$ cat src/rtl/encoder_disparity_ctrl.sv
// Running-disparity control stage ahead of the 5b/6b and 3b/4b encoders.
// Registers each character with its complement, alternate-x.7 and K-error controls.
module encoder_disparity_ctrl #(
    parameter logic RD_INIT = 1'b0
) (
    input  logic       SBYTECLK,
    input  logic       RESET,
    input  logic [7:0] DIN,
    input  logic       KIN,
    input  logic       VALID_IN,
    output logic       A,
    output logic       B,
    output logic       C,
    output logic       D,
    output logic       E,
    output logic       F,
    output logic       G,
    output logic       H,
    output logic       K,
    output logic       COMPLS6,
    output logic       COMPLS4,
    output logic       ALT7,
    output logic       VALID_OUT,
    output logic       RD_OUT,
    output logic       KERR
);

    logic [7:0] data_q, data_d;
    logic       k_q, k_d;
    logic       compls6_q, compls6_d;
    logic       compls4_q, compls4_d;
    logic       alt7_q, alt7_d;
    logic       valid_q, valid_d;
    logic       rd_q, rd_d;
    logic       kerr_q, kerr_d;

    logic [4:0] x;
    logic [2:0] y;
    logic       u6, s6, k28, rd_mid;
    logic       u4, s4;
    logic       alt_x, k_legal;

    // Sub-block classification of the incoming byte
    always_comb begin
        x = DIN[4:0];
        y = DIN[7:5];

        u6 = 1'b0;
        case (x)
            5'd0, 5'd1, 5'd2, 5'd4, 5'd8, 5'd15, 5'd16,
            5'd23, 5'd24, 5'd27, 5'd29, 5'd30, 5'd31: u6 = 1'b1;
            default: u6 = 1'b0;
        endcase

        k28    = KIN && (x == 5'd28);
        s6     = (x == 5'd7) || k28;
        rd_mid = rd_q ^ (u6 | k28);

        u4 = (y == 3'd0) || (y == 3'd4) || (y == 3'd7);
        s4 = (y == 3'd3);

        // x.7 codes whose primary 4b form would create a run of five
        if (rd_q) begin
            alt_x = (x == 5'd11) || (x == 5'd13) || (x == 5'd14);
        end else begin
            alt_x = (x == 5'd17) || (x == 5'd18) || (x == 5'd20);
        end

        k_legal = (x == 5'd28) ||
                  ((y == 3'd7) && ((x == 5'd23) || (x == 5'd27) ||
                                   (x == 5'd29) || (x == 5'd30)));
    end

    always_comb begin
        data_d    = data_q;
        k_d       = k_q;
        valid_d   = 1'b0;
        compls6_d = 1'b0;
        compls4_d = 1'b0;
        alt7_d    = 1'b0;
        kerr_d    = 1'b0;
        rd_d      = rd_q;

        if (VALID_IN) begin
            data_d    = DIN;
            k_d       = KIN;
            valid_d   = 1'b1;
            compls6_d = rd_q & (u6 | s6);
            compls4_d = rd_mid & (u4 | s4);
            alt7_d    = (y == 3'd7) && (KIN || alt_x);
            kerr_d    = KIN && !k_legal;
            rd_d      = rd_mid ^ u4;
        end
    end

    always_ff @(posedge SBYTECLK) begin
        if (RESET) begin
            data_q    <= 8'h00;
            k_q       <= 1'b0;
            valid_q   <= 1'b0;
            compls6_q <= 1'b0;
            compls4_q <= 1'b0;
            alt7_q    <= 1'b0;
            kerr_q    <= 1'b0;
            rd_q      <= RD_INIT;
        end else begin
            data_q    <= data_d;
            k_q       <= k_d;
            valid_q   <= valid_d;
            compls6_q <= compls6_d;
            compls4_q <= compls4_d;
            alt7_q    <= alt7_d;
            kerr_q    <= kerr_d;
            rd_q      <= rd_d;
        end
    end

    assign A         = data_q[0];
    assign B         = data_q[1];
    assign C         = data_q[2];
    assign D         = data_q[3];
    assign E         = data_q[4];
    assign F         = data_q[5];
    assign G         = data_q[6];
    assign H         = data_q[7];
    assign K         = k_q;
    assign COMPLS6   = compls6_q;
    assign COMPLS4   = compls4_q;
    assign ALT7      = alt7_q;
    assign VALID_OUT = valid_q;
    assign RD_OUT    = rd_q;
    assign KERR      = kerr_q;

endmodule

$ cat config.mk
export PLATFORM = sky130hd
export DESIGN_NAME = encoder_disparity_ctrl
export DESIGN_NICKNAME = d
export VERILOG_FILES = /design/src/rtl/encoder_disparity_ctrl.sv
export SDC_FILE = /design/constraint.sdc
export NUM_CORES = 1
export LEC_CHECK = 0
export CORE_MARGIN = 4
export CORE_UTILIZATION = 32
export CTS_CLUSTER_SIZE = 12
export DETAILED_ROUTE_END_ITERATION = 16
export PLACE_DENSITY = 0.62
export SETUP_SLACK_MARGIN = 0.2
export SYNTH_ARGS = -nofsm -noshare
export SYNTH_HDL_FRONTEND = slang
export SYNTH_SLANG_ARGS = --single-unit
$ cat constraint.sdc
create_clock -name SBYTECLK -period 6 [get_ports SBYTECLK]
set_input_delay 0.6 -clock SBYTECLK [delete_from_list [all_inputs] [get_ports SBYTECLK]]
set_output_delay 0.6 -clock SBYTECLK [all_outputs]
set_load 0.03 [all_outputs]
==> impl_metrics.toml <==
[status]
status = "finished, final reports clean"

[drt]
drc = 0
wl_um = 1930
vias = 764
first_pass_iters = 3
viasPerCell = 4.93
drtIter0Drc = 9
drt.antenna.violating_nets = 0
wire_per_inst_um = 12.4

[logic_synthesis]
seq_area_frac_synth_pct = 33.1
netlist_area_um2 = 906
synthArstFlopShare_pct = 0
synth_top_area_share_pct = 33.1
ys_dominant_reg_cell = "dfxtp_1"
avgSynthCellArea_um2 = 9.06
synth_fp_nets = 117
ys_warn_count = 0
ys_types = 37
synth_top_area_cell = "dfxtp_1"
synth_seq_cells = 15
synth.area.top_cells = "dfxtp_1 (33%), mux2i_1 (13%), ha_1 (6.9%), nor2_1 (6.2%), nor2b_1 (3.5%)"
synthCells = 100
synth-edff-count = 0

[timing]
slew_viol_final = 0
worstMarginPinSlew_ns = 0.676
hold_viol_final = 0
fin_skew_ns = 0.000837
tns_ns = 0
finalCritPeriodShare_pct = 45.6
rsz0062_at_grt = "false"
post-route-min-period_ns = 2.73
max_slew_margin_pct = 54.8
fin_ws_ns = 3.27
setup_viol = 0
fmax_ghz = 0.366

[cells_and_area]
stdcell_count = 155
n_antenna_cell = 0
nNetsFinal = 142
fill_cells = 265
drive_above_1_share_pct = 4.84
final_common_cell = "clkdlybuf4s50_1"
synthToLayoutAreaGrowth_pct = 31.6
layout_common_cells = "clkdlybuf4s50_1 (26), dfxtp_1 (15), nor2_1 (15), mux2i_1 (12)"
final_area_mm2 = 0.00119

[setup_path]
criticalPathCategory = "in2reg"
crit_fanout = 5
required_ns = 6.17
worstPathCellList = "clkdlybuf4s50_1 > inv_1 > ha_1 > nor2b_4 > o211a_1 > or3_1 > mux2i_1 > or4_1"
start_kind = "input port"
crit_arrival_ns = 2.90
r2r_cells = 4
r2r_end = "RD_OUT$_SDFFE_PP0P_"
r2r_slack_ns = 4.56
worstReg2RegStart = "RD_OUT$_SDFFE_PP0P_"
cp_slowest_cell = "or4_1"
cp-end-kind = "register"
max_stage_delay_ns = 0.52

[global_route]
antenna_found_initial = 0
grt_start_max_net_pins = 15
grt-ovfl-total = 0
gr-usage-all-layers_pct = 11.6
grt_pass1_vias = 768
grt_pass1_wl_um = 3290

[floorplanning]
rows = 19
die_w_um = 61.2
core_mm2 = 0.00273
io_pins = 27
die_height_um = 61.2
initial_core_util_pct = 33.1
dieArea_mm2 = 0.00375

[placed_design]
place_hpwl_um = 1510
place.gp.congestion = 0.791
dpl_cell_area_mm2 = 0.00117
pre_cts_slack_ns = 2.94
dp_cells = 151
port_buffers = 26

[min_path]
hold_end = "data_q[2]$_SDFFE_PP0P_"
hold_start = "data_q[2]$_SDFFE_PP0P_"
min_path_cells = 2
hold_path_class = "reg2reg"

[clock_tree]
clkTransAtPathRegs_ns = 0.09
root_buffer = "clkbuf_4"
cts_made_buffers = 3
cts-root-to-sink-buffers = 2
cts_num_sinks = 15
htreeDepth = 1
cts_setup_buffers = 0
cts_hold_buf = 0
cts_tree = "done"
clock_latency_ns = 0.28
cts_resized = 0

[pwr]
powerDensity_mw_per_mm2 = 197
power_leakage_nw = 0.510
irDropWorstVdd_mv = 0.181
finalPower_mw = 0.235

[run]
drv_cap = 0
[cell families after synthesis]
group / after synthesis / synth area share, %
simple gates: 44 / 27.9
flops: 15 / 33.1
compound gates: 13 / 11.9
mux: 12 / 13.3
buf+inv: 10 / 5.94
fa+ha+maj: 5 / 6.91
xor+xnor: 1 / 0.967
[registers in the layout, indices dropped and copies added, names as in the netlist]
signal	flops
K	1
KERR	1
COMPLS4	1
COMPLS6	1
data_q	8
RD_OUT	1
VALID_OUT	1
ALT7	1
[per-layer routing]
metal	vias up	global-route usage [%]	routed length [µm]	share of wire (%)
met1	347	14.1	902	47
li1	399	-	-	-
met5	-	0	0	0
met3	2	4.40	116	6.0
met4	0	1.86	8	0.42
met2	16	19.8	898	47
[critical path, delay by kind of cell]
family / cells / cell delay (ns)
AOI/OAI and AO/OA: 1 / 0.22
adders and majority gates: 1 / 0.27
buffers and inverters: 2 / 0.61
muxes: 1 / 0.15
and+or+nand+nor: 3 / 1.05
[synth_stat cells (all sizes together) (2+ instances only)]
| cell | number |
|---|---|
| a21oi | 2 |
| and4b | 2 |
| buf | 4 |
| clkbuf | 2 |
| dfxtp | 15 |
| ha | 5 |
| inv | 4 |
| mux2i | 12 |
| nand2 | 4 |
| nor2 | 15 |
| nor2b | 6 |
| nor3 | 3 |
| nor3b | 3 |
| o21ai | 5 |
[worst max-delay path by stage]
| stage | from | endpoint | slack [ns] | depth (start not counted) |
|---|---|---|---|---|
| finish | DIN[0] | RD_OUT$_SDFFE_PP0P_ | 3.27 | 8 |
| global route | DIN[1] | RD_OUT$_SDFFE_PP0P_ | 3.15 | 8 |
| global placement | DIN[0] | RD_OUT$_SDFFE_PP0P_ | 3.01 | 8 |
| CTS | DIN[0] | RD_OUT$_SDFFE_PP0P_ | 3.26 | 8 |
| detailed placement | DIN[0] | RD_OUT$_SDFFE_PP0P_ | 2.94 | 8 |
| floorplan | DIN[0] | RD_OUT$_SDFFE_PP0P_ | 3.59 | 7 |
[metrics by stage]
stage | hold WS, ns | util (%)
after global routing | 0.552 | 43.6
final | 0.494 | 43.6
after CTS | 0.505 | 43.6
after detailed placement | 0.483 | 42.7
after global placement | 0.474 | 42.7
after floorplan | 0.635 | -
[final cells by class]
cell class / instances / area (µm²) / area share (%)
inverter: 4 / 15.0 / 1.26
clock buffer: 4 / 26.3 / 2.20
tap: 31 / 38.8 / 3.25
multi-input combinational: 75 / 552 / 46.3
sequential: 15 / 300 / 25.2
timing repair buffer: 26 / 260 / 21.8
[power breakdown]
group,internal (mW),switching [mW]
registers,0.106,0.00454
logic,0.0318,0.0365
clock network,0.0258,0.0312
total,0.163,0.0722
No activity file was read; power rests on OpenSTA's default activity.
